## config.mk

```make
export PLATFORM = sky130hd
export DESIGN_NAME = shift_reg_pwr_n
export DESIGN_NICKNAME = d
export VERILOG_FILES = /design/src/rtl/shift_reg_pwr_n_pkg.sv /design/src/rtl/toggle_acc.sv /design/src/rtl/shift_reg_pwr_n.sv
export SDC_FILE = /design/constraint.sdc
export NUM_CORES = 1
export LEC_CHECK = 0
export BUFFER_PORTS_ARGS = -buffer_cell sky130_fd_sc_hd__buf_2
export CORE_MARGIN = 3
export CORE_UTILIZATION = 35
export CTS_CLUSTER_SIZE = 24
export DETAILED_ROUTE_END_ITERATION = 8
export PLACE_DENSITY = 0.75
export SYNTH_ARGS = -nofsm -noshare
export SYNTH_HDL_FRONTEND = slang
export SYNTH_SLANG_ARGS = --single-unit
```

## constraint.sdc

```tcl
create_clock -name CLK -period 1.3 [get_ports CLK]
set_clock_uncertainty 0.15 [all_clocks]
set_input_delay 0.065 -clock CLK [delete_from_list [all_inputs] [get_ports CLK]]
set_output_delay 0.065 -clock CLK [all_outputs]
set_load 0.005 [all_outputs]
```

## src/rtl/shift_reg_pwr_n_pkg.sv

```systemverilog
// Shared definitions for shift_reg_pwr_n: operation-mode encodings used by RTL and bench.
package shift_reg_pwr_n_pkg;

    typedef enum logic [1:0] {
        PUSH  = 2'b00,
        CYCLE = 2'b01,
        LOAD  = 2'b10,
        HOLD  = 2'b11
    } mode_t;

endpackage

```

## src/rtl/toggle_acc.sv

```systemverilog
// Counts bits that flip between the current and next register value and
// accumulates them into a saturating counter with a sticky saturation flag.
module toggle_acc #(
    parameter int N  = 4,
    parameter int CW = 32
) (
    input  logic          clk,
    input  logic          rst,
    input  logic          clr,
    input  logic [N-1:0]  q_cur,
    input  logic [N-1:0]  q_next,
    output logic [CW-1:0] cnt,
    output logic          sat
);
    localparam int TW = $clog2(N + 1);

    logic [TW-1:0] toggles;
    logic [CW:0]   sum;

    always_comb begin
        toggles = '0;
        for (int i = 0; i < N; i++)
            toggles = toggles + TW'(q_cur[i] ^ q_next[i]);
    end

    // One extra bit of headroom exposes overflow; a saturated count plus any
    // nonzero toggle count overflows again, so the clamp holds by itself.
    assign sum = {1'b0, cnt} + (CW+1)'(toggles);

    always_ff @(posedge clk or posedge rst) begin
        if (rst) begin
            cnt <= '0;
            sat <= 1'b0;
        end else if (clr) begin
            cnt <= '0;
            sat <= 1'b0;
        end else if (sum[CW]) begin
            cnt <= '1;
            sat <= 1'b1;
        end else begin
            cnt <= sum[CW-1:0];
        end
    end

endmodule

```

## src/rtl/shift_reg_pwr_n.sv

```systemverilog
// N-bit push/rotate/load shift register with an optional toggle (power) counter.
// Define PWR_CNT_EN to build the counter; otherwise PWR_CNT/PWR_SAT are tied to 0.
module shift_reg_pwr_n
    import shift_reg_pwr_n_pkg::*;
#(
    parameter int N  = 4,
    parameter int CW = 32
) (
    input  logic          CLK,
    input  logic          RESET,
    input  logic          ENB,
    input  logic [1:0]    MODO,
    input  logic          DIR,
    input  logic [N-1:0]  D,
    input  logic          S_IN,
    input  logic          CNT_CLR,
    output logic [N-1:0]  Q,
    output logic          S_OUT,
    output logic [CW-1:0] PWR_CNT,
    output logic          PWR_SAT
);
    logic [N-1:0] q_next;
    logic         s_next;

    always_comb begin
        q_next = Q;
        s_next = S_OUT;
        if (ENB) begin
            case (mode_t'(MODO))
                PUSH: begin
                    q_next = DIR ? {S_IN, Q[N-1:1]} : {Q[N-2:0], S_IN};
                    s_next = DIR ? Q[0] : Q[N-1];
                end
                CYCLE: begin
                    q_next = DIR ? {Q[0], Q[N-1:1]} : {Q[N-2:0], Q[N-1]};
                    s_next = DIR ? Q[0] : Q[N-1];
                end
                LOAD: begin
                    q_next = D;
                    s_next = 1'b0;
                end
                default: ;
            endcase
        end
    end

    always_ff @(posedge CLK or posedge RESET) begin
        if (RESET) begin
            Q     <= '0;
            S_OUT <= 1'b0;
        end else begin
            Q     <= q_next;
            S_OUT <= s_next;
        end
    end

`ifdef PWR_CNT_EN
    toggle_acc #(.N(N), .CW(CW)) u_toggle_acc (
        .clk    (CLK),
        .rst    (RESET),
        .clr    (CNT_CLR),
        .q_cur  (Q),
        .q_next (q_next),
        .cnt    (PWR_CNT),
        .sat    (PWR_SAT)
    );
`else
    logic unused_cnt_clr;
    assign unused_cnt_clr = CNT_CLR;
    assign PWR_CNT = '0;
    assign PWR_SAT = 1'b0;
`endif

endmodule

```

==> results of run 1 <==
[sequential cells by signal (all words and copies together) (netlist names)]
register  cells
Q             4
S_OUT         1
[cell families after synthesis]
family / after synthesis / share of synthesized area
buffers and inverters: 37 / 0.418
AND/OR/NAND/NOR: 10 / 0.0774
AO/OA/AOI/OAI: 9 / 0.101
multiplexers: 7 / 0.128
flip-flops: 5 / 0.193
adder cells (fa/ha/maj): 4 / 0.0774
other: 1 / 0.00580
[metal layers]
metal	up-vias	global-route usage
li1	239	-
met1	213	0.109
met2	34	0.181
met3	2	0.0367
met4	0	0.0711
met5	-	0
[worst max path at each step]
stage             from   end  depth (start not counted)
5_1_grt           Q[2]  Q[3]                          3
3_3_place_gp   MODO[0]  Q[3]                          6
4_1_cts           Q[2]  Q[3]                          3
2_1_floorplan     Q[3]  Q[0]                          3
6_report          Q[2]  Q[3]                          3
3_5_place_dp   MODO[0]  Q[3]                          6
[stage by stage]
step | cell area (um^2) | utilization | std cells | total power (uW)
2_1_floorplan | 779 | - | 105 | 423
3_3_place_gp | 701 | 0.435 | 120 | 462
3_5_place_dp | 701 | 0.435 | 120 | 469
4_1_cts | 777 | 0.482 | 129 | 664
5_1_grt | 777 | 0.482 | 129 | 712
6_report | 777 | 0.482 | 129 | 653
[report_power, final]
group	internal, uW	switching, uW	leakage, uW	total [uW]
combinational	151	123	0.000370	273
sequential	185	19.2	0.0000620	204
clock	116	59.9	0.0000150	176
[final cells by class]
type / instances / area share
well taps: 24 / 0.0386
clock buffers: 4 / 0.0338
repair buffers: 30 / 0.258
flip-flops and latches: 5 / 0.161
inverters: 3 / 0.0145
multi-input cells: 63 / 0.494
[placed cells by master (no fill, tap or decap), types with 3 or more instances in the layout]
| master | n |
|---|---|
| buf_2 | 15 |
| dfrtp_1 | 5 |
| clkbuf_4 | 3 |
| buf_4 | 10 |
| nand2_1 | 3 |
| ha_1 | 3 |
| nor2_1 | 3 |
| conb_1 | 33 |
| mux2i_1 | 3 |
| dlygate4sd3_1 | 5 |
[what timing repair did]
item,CTS,global route
hold buffers,5,0
endpoints found under the setup margin,2,2
resized for setup,0,0
setup buffers,0,0
endpoints found under the hold margin,9,0
[worst max-delay path, stage by stage, from the launching register on]
cell	delay [ns]
dfrtp_1	0.40
mux2_4	0.28
a222oi_1	0.30
a21oi_1	0.11
==> impl_metrics.env, run 1 <==
export IMPL_status="finished with violations"
export IMPL_violations="negative setup slack"
export IMPL_critPathCaptureType="flip-flop"
export IMPL_reg2reg_to="Q[3]"
export IMPL_hold_path_startpoint="ENB"
export IMPL_drtPass1Iterations=4
export IMPL_vdd_drop_max_mv=0.489
export IMPL_htree_num_levels=1
export IMPL_initial_core_util=0.401
export IMPL_ys_warnings_count=0
export IMPL_avgSynthCellArea_um2=8.86
export IMPL_cts_buffers=3
export IMPL_cp_max_fo=3
export IMPL_fp_row_count=14
export IMPL_route_detailed_drc=0
export IMPL_p_per_area_nw_per_um2=841
export IMPL_syn_inst=73
export IMPL_gp_congestion=0.817
export IMPL_synthArstFlopShare=1.00
export IMPL_rsz0062_at_grt="true"
export IMPL_rrSetupSlack_ns=-0.05
export IMPL_cts_tree="yes"
export IMPL_root_buffer="clkbuf_4"
export IMPL_min_path_type="in2reg"
export IMPL_synth_area_leaders="buf_4 (38%), dfrtp_1 (19%), ha_1 (7.7%)"
export IMPL_hold_ws_ns=0.0777
export IMPL_hold_depth=3
export IMPL_timing_final_ws_setup_ns=-0.0549
export IMPL_cp_data_arrival_time_ns=1.31
export IMPL_multi_input_area_um2=384
export IMPL_period_minus_slack_ns=1.35
export IMPL_dr_max_layer_used="met4"
export IMPL_dp_slack_ns=-0.147
export IMPL_post_synth_top_count_cell="buf_4"
export IMPL_postRouteWirelength_um=1160
export IMPL_grt_start_max_net_pins=7
export IMPL_via_count=488
export IMPL_via_per_inst=3.78
export IMPL_grt_usage=0.106
export IMPL_grt_pass1_vias=470
export IMPL_syn2layout_area_growth_pct=20.1
export IMPL_min_period_over_period=1.04
export IMPL_ys_seq_area_frac=0.193
export IMPL_dieWidth_um=49.0
export IMPL_grt_pass1_wl_um=1950
export IMPL_slew_violations=0
export IMPL_fmax_ghz=0.738
export IMPL_grt_remaining_overflow=0
export IMPL_fin_setup_tns_ns=-0.0790
export IMPL_drtIter0Drc=8
export IMPL_yosysTopAreaCell="buf_4"
export IMPL_die_y_um=49.0
export IMPL_clk_pin_slew_ns=0.04
export IMPL_synth_top_area_share=0.383
export IMPL_synth_edff_count=0
export IMPL_rr_startpoint="Q[2]"
export IMPL_m1WireLength_um=447
export IMPL_synth_area_um2=647
export IMPL_coreArea_um2=1610
export IMPL_clk_path_buf_depth=2
export IMPL_ant_nets=0
export IMPL_nFillCells=183
export IMPL_dr_wl_met2_um=538
export IMPL_dieArea_um2=2400
export IMPL_worstSetupPathType="reg2reg"
export IMPL_ys_ff_latch=5
export IMPL_regArea_um2=125
export IMPL_diodes=0
export IMPL_dp_hpwl_um=1030
export IMPL_max_cap_viol_count=0
export IMPL_worstHoldEndpoint="S_OUT"
export IMPL_wl_per_cell_um=8.95
export IMPL_cp_start_kind="flip-flop"
export IMPL_cts_sinks=5
export IMPL_antenna_found_initial=0
export IMPL_drive_gt1_frac=0.333
export IMPL_yosys_cell_types_count=19
export IMPL_route_met3_wl_um=149
export IMPL_cellLeakagePower_uw=0.000447
export IMPL_setup_violations=2
export IMPL_reg2regPathDepth=3
export IMPL_ys_flop_type="dfrtp_1"
export IMPL_nets=122
export IMPL_hold_viol=0
export IMPL_synthTopCellsByCount="buf_4 (33), dfrtp_1 (5), ha_1 (4)"
export IMPL_clock_latency_ns=0.24
export IMPL_ioPinCount=50
export IMPL_required_ns=1.26
export IMPL_port_buffer_count=15
No activity file was read; power rests on OpenSTA's default activity.
==> inputs of run 2 (changes only) <==
RECOVER_POWER = 50   (was default)
SKIP_LAST_GASP = 1   (was default)
==> run 2 against run 1 <==
Against the previous run:
- the run still ends with negative setup slack left
- global-route usage unchanged
- total power shrank 0.20%
- register-to-register slack about the same
- critical path type unchanged
- core utilization decreased by 0.078 points
- final area decreased by 0.16%
- first-iteration DRC count stayed put
- count of clock-buffer cells in the layout unchanged
- critical path depth unchanged
==> impl_metrics.env, run 2 (synthesis results as in run 1) <==
export IMPL_ant_nets=0
export IMPL_nets=122
export IMPL_vdd_drop_max_mv=0.489
export IMPL_route_met3_wl_um=149
export IMPL_rrSetupSlack_ns=-0.05
export IMPL_cts_sinks=5
export IMPL_cp_cell_sequence="mux2_4 -> a222oi_1 -> a21oi_1"
export IMPL_htree_num_levels=1
export IMPL_max_cap_viol_count=0
export IMPL_required_ns=1.26
export IMPL_cp_start_kind="flip-flop"
export IMPL_slew_violations=0
export IMPL_antenna_found_initial=0
export IMPL_cts_buffers=3
export IMPL_cp_max_fo=3
export IMPL_dp_slack_ns=-0.147
export IMPL_p_per_area_nw_per_um2=840
export IMPL_dieWidth_um=49.0
export IMPL_cp_data_arrival_time_ns=1.31
export IMPL_reg2regPathDepth=3
export IMPL_crit_family="compound AO/OA/AOI/OAI gates"
export IMPL_violations="negative setup slack"
export IMPL_clock_latency_ns=0.24
export IMPL_coreArea_um2=1610
export IMPL_hold_path_startpoint="ENB"
export IMPL_via_count=488
export IMPL_hold_viol=0
export IMPL_grt_start_max_net_pins=7
export IMPL_cp_slowest_cell="dfrtp_1"
export IMPL_min_path_type="in2reg"
export IMPL_grt_pass1_wl_um=1950
export IMPL_gp_congestion=0.817
export IMPL_fin_setup_tns_ns=-0.0790
export IMPL_dp_hpwl_um=1030
export IMPL_dr_wl_met2_um=538
export IMPL_hold_depth=3
export IMPL_die_y_um=49.0
export IMPL_dieArea_um2=2400
export IMPL_dr_max_layer_used="met4"
export IMPL_grt_remaining_overflow=0
export IMPL_largest_reg_flops=4
export IMPL_drive_gt1_frac=0.324
export IMPL_rsz0062_at_grt="true"
export IMPL_timing_final_ws_setup_ns=-0.0549
export IMPL_fmax_ghz=0.738
export IMPL_via_per_inst=3.78
export IMPL_syn2layout_area_growth_pct=19.9
export IMPL_top_register="Q"
export IMPL_final_common_cell="conb_1"
export IMPL_clk_path_buf_depth=2
export IMPL_worstHoldEndpoint="S_OUT"
export IMPL_clk_pin_slew_ns=0.04
export IMPL_diodes=0
export IMPL_cts_tree="yes"
export IMPL_grt_pass1_vias=470
export IMPL_status="finished with violations"
export IMPL_wl_per_cell_um=8.95
export IMPL_critPathMaxStageDelay_ns=0.40
export IMPL_layout_common_cells="conb_1 (33), buf_2 (14), buf_4 (10), dfrtp_1 (5), dlygate4sd3_1 (5)"
export IMPL_port_buffer_count=15
export IMPL_grt_usage=0.106
export IMPL_drtPass1Iterations=4
export IMPL_min_period_over_period=1.04
export IMPL_worst_path_buf_inv=0
export IMPL_setup_violations=2
export IMPL_rr_startpoint="Q[2]"
export IMPL_cellLeakagePower_uw=0.000444
export IMPL_critical_path_depth=3
export IMPL_m1WireLength_um=447
export IMPL_ioPinCount=50
export IMPL_root_buffer="clkbuf_4"
export IMPL_period_minus_slack_ns=1.35
export IMPL_worstSetupPathType="reg2reg"
export IMPL_fp_row_count=14
export IMPL_reg2reg_to="Q[3]"
export IMPL_largestRegisters="Q (4), S_OUT (1)"
export IMPL_initial_core_util=0.401
export IMPL_drtIter0Drc=8
export IMPL_postRouteWirelength_um=1160
export IMPL_critPathCaptureType="flip-flop"
export IMPL_post_cts_buffers=0
export IMPL_route_detailed_drc=0
-- run 2: power breakdown --
group	leakage, uW	internal [uW]	switching [uW]
Sequential	0.0000620	185	19.4
Combinational	0.000367	149	123
Clock	0.0000150	116	59.9
Total	0.000444	450	202
-- run 2: worst register-to-register path, cell delays in order, from the launching register on --
cell and delay [ns]:
dfrtp_1 0.40, mux2_4 0.28, a222oi_1 0.30, a21oi_1 0.11
-- run 2: cell type report --
class	count	area, um^2
inverter	3	11.3
sequential	5	125
clock buffer	4	26.3
tap	24	30.0
fill	184	836
timing repair buffer	30	199
multi-input combinational	63	384
-- run 2: how the worst max path moves through the flow --
| stage | end | startpoint | slack (ns) |
|---|---|---|---|
| final | Q[3] | Q[2] | -0.05 |
| after global routing | Q[3] | Q[2] | -0.12 |
| after detailed placement | Q[3] | MODO[0] | -0.15 |
| after global placement | Q[3] | MODO[0] | -0.10 |
| after CTS | Q[3] | Q[2] | -0.07 |
| after floorplan | Q[0] | Q[3] | 0.005 |
-- run 2: stage by stage --
step | hold WS, ns | area (um^2) | cells | util | total power [uW]
6_report | 0.0777 | 776 | 129 | 0.481 | 652
5_1_grt | 0.107 | 776 | 129 | 0.481 | 711
4_1_cts | 0.0768 | 777 | 129 | 0.482 | 664
3_5_place_dp | -0.184 | 701 | 120 | 0.435 | 469
3_3_place_gp | -0.184 | 701 | 120 | 0.435 | 462
2_1_floorplan | -0.306 | 779 | 105 | - | 423
-- run 2: repair_timing --
| action | 4_1_cts | 5_1_grt |
|---|---|---|
| hold buffers | 5 | 0 |
| resized for setup | 0 | 0 |
| hold endpoints to repair | 9 | 0 |
| endpoints found under the setup margin | 2 | 2 |
-- run 2: layer usage --
metal / global-route usage / vias up
li1: - / 239
met1: 0.109 / 213
met2: 0.181 / 34
met3: 0.0367 / 2
met4: 0.0711 / 0
met5: 0 / -
==> inputs of run 3 (changes only) <==
CTS_BUF_LIST = sky130_fd_sc_hd__clkbuf_8 sky130_fd_sc_hd__clkbuf_16   (was default)
==> run 3 against run 2 <==
Against the previous run:
- the flow finishes with violations (negative hold slack, negative setup slack)
- largest cell class unchanged
- die area is the same
- final area shrank 2.7%
- combinational power shrank 3%
- critical path depth is the same
- via count shrank 2.3%
- largest power group is now the clock network
==> impl_metrics.env, run 3 (synthesis results as in run 1) <==
export IMPL_status="finished with violations"
export IMPL_violations="negative hold slack, negative setup slack"
export IMPL_required_ns=1.24
export IMPL_p_per_area_nw_per_um2=984
export IMPL_p_clk_frac=0.371
export IMPL_timing_final_ws_setup_ns=-0.0609
export IMPL_final_util=0.468
export IMPL_grt_remaining_overflow=0
export IMPL_hold_path_startpoint="D[1]"
export IMPL_layout_common_cells="conb_1 (33), buf_2 (14), buf_4 (10), dfrtp_1 (5)"
export IMPL_cts_sinks=5
export IMPL_clk_pin_slew_ns=0.03
export IMPL_grt_pass1_vias=446
export IMPL_ioPinCount=50
export IMPL_die_y_um=49.0
export IMPL_dieWidth_um=49.0
export IMPL_hold_ws_ns=-0.00254
export IMPL_via_count=477
export IMPL_rr_startpoint="Q[2]"
export IMPL_cell_internal_pwr_uw=528
export IMPL_p_sw_frac=0.288
export IMPL_period_minus_slack_ns=1.36
export IMPL_largest_reg_flops=4
export IMPL_top_register="Q"
export IMPL_min_period_over_period=1.05
export IMPL_setup_violations=2
export IMPL_fmax_ghz=0.735
export IMPL_design_area_um2=754
export IMPL_cp_data_arrival_time_ns=1.30
export IMPL_drive_gt1_frac=0.337
export IMPL_p_sw_uw=214
export IMPL_postRouteWirelength_um=1130
export IMPL_syn2layout_area_growth_pct=16.6
export IMPL_port_buffer_count=15
export IMPL_antenna_found_initial=0
export IMPL_diodes=0
export IMPL_hold_viol=1
export IMPL_gp_congestion=0.817
export IMPL_htree_num_levels=1
export IMPL_place_area_um2=701
export IMPL_fp_row_count=14
export IMPL_dp_slack_ns=-0.147
export IMPL_initial_core_util=0.401
export IMPL_root_buffer="clkbuf_8"
export IMPL_route_detailed_drc=0
export IMPL_via_per_inst=3.82
export IMPL_crit_start="Q[2]"
export IMPL_dieArea_um2=2400
export IMPL_cp_max_fo=3
export IMPL_post_cts_buffers=0
export IMPL_power_share_combinational=0.354
export IMPL_clk_path_buf_depth=2
export IMPL_grt_usage=0.105
export IMPL_coreArea_um2=1610
export IMPL_slew_violations=0
export IMPL_critPathCaptureType="flip-flop"
export IMPL_cp_start_kind="flip-flop"
export IMPL_max_cap_viol_count=0
export IMPL_largestRegisters="Q (4), S_OUT (1)"
export IMPL_nets=118
export IMPL_drtIter0Drc=8
export IMPL_rrSetupSlack_ns=-0.06
export IMPL_worstSetupPathType="reg2reg"
export IMPL_reg2reg_to="Q[3]"
export IMPL_grt_start_max_net_pins=7
export IMPL_clock_latency_ns=0.22
export IMPL_cellLeakagePower_uw=0.000439
export IMPL_reg2regPathDepth=3
export IMPL_cts_tree="yes"
export IMPL_cts_buffers=3
export IMPL_final_common_cell="conb_1"
export IMPL_ant_nets=0
export IMPL_rsz0062_at_grt="true"
export IMPL_grt_pass1_wl_um=1900
export IMPL_worstHoldEndpoint="Q[1]"
export IMPL_hold_depth=3
export IMPL_fin_setup_tns_ns=-0.0860
export IMPL_dp_hpwl_um=1030
export IMPL_seq_power_share=0.275
export IMPL_min_path_type="in2reg"
export IMPL_vdd_drop_max_mv=0.604
export IMPL_ctsResizeCount=0
export IMPL_wl_per_cell_um=9.02
export IMPL_drtPass1Iterations=4
==> run 3: cell types whose count changed in the layout (fill, tap and decap cells not counted), sizes merged <==
cell         delta
dlygate4sd3     -4
inv             +1
clkbuf          -1
==> run 3: per-layer routing <==
metal | global-route usage | vias to the layer above | part of all wire
met1 | 0.111 | 206 | 0.37
li1 | - | 230 | -
met4 | 0.0711 | 0 | 0.028
met5 | 0 | - | 0
met2 | 0.179 | 37 | 0.46
met3 | 0.0306 | 4 | 0.14
==> run 3: area by class of cell <==
class,instances,area (um^2)
inverter,3,11.3
timing repair buffer,26,159
sequential,5,125
clock buffer,3,41.3
clock inverter,1,3.75
tap,24,30.0
fill,183,857
multi-input combinational,63,384
==> run 3: worst max-delay path by stage <==
stage	end	slack [ns]	cells past startpoint
finish	Q[3]	-0.06	3
global route	Q[3]	-0.12	3
CTS	Q[3]	-0.07	3
detailed placement	Q[3]	-0.15	6
global placement	Q[3]	-0.10	6
floorplan	Q[0]	0.005	3
==> run 3: repair_timing <==
item / in CTS / in global routing
pin swaps: 0 / 0
hold buffers: 1 / 0
endpoints found under the setup margin: 2 / 2
endpoints found under the hold margin: 5 / 0
==> run 3: per-stage QoR <==
stage | total power, uW | hold WS (ns) | instances
floorplan | 423 | -0.306 | 105
global placement | 462 | -0.184 | 120
detailed placement | 469 | -0.184 | 120
CTS | 753 | 0.00387 | 125
global route | 802 | 0.0298 | 125
finish | 743 | -0.00254 | 125
==> run 3: power by group through the flow <==
stage | Combinational [uW] | Sequential (uW) | Clock [uW]
final | 263 | 204 | 275
after global routing | 297 | 210 | 295
after CTS | 265 | 205 | 282
after detailed placement | 262 | 206 | 0
after global placement | 257 | 205 | 0
after floorplan | 207 | 216 | 0
==> run 3: worst max-delay path, cell delays in order (launching register included) <==
cell and delay [ns]:
dfrtp_1 0.39, mux2_4 0.28, a222oi_1 0.30, a21oi_1 0.11
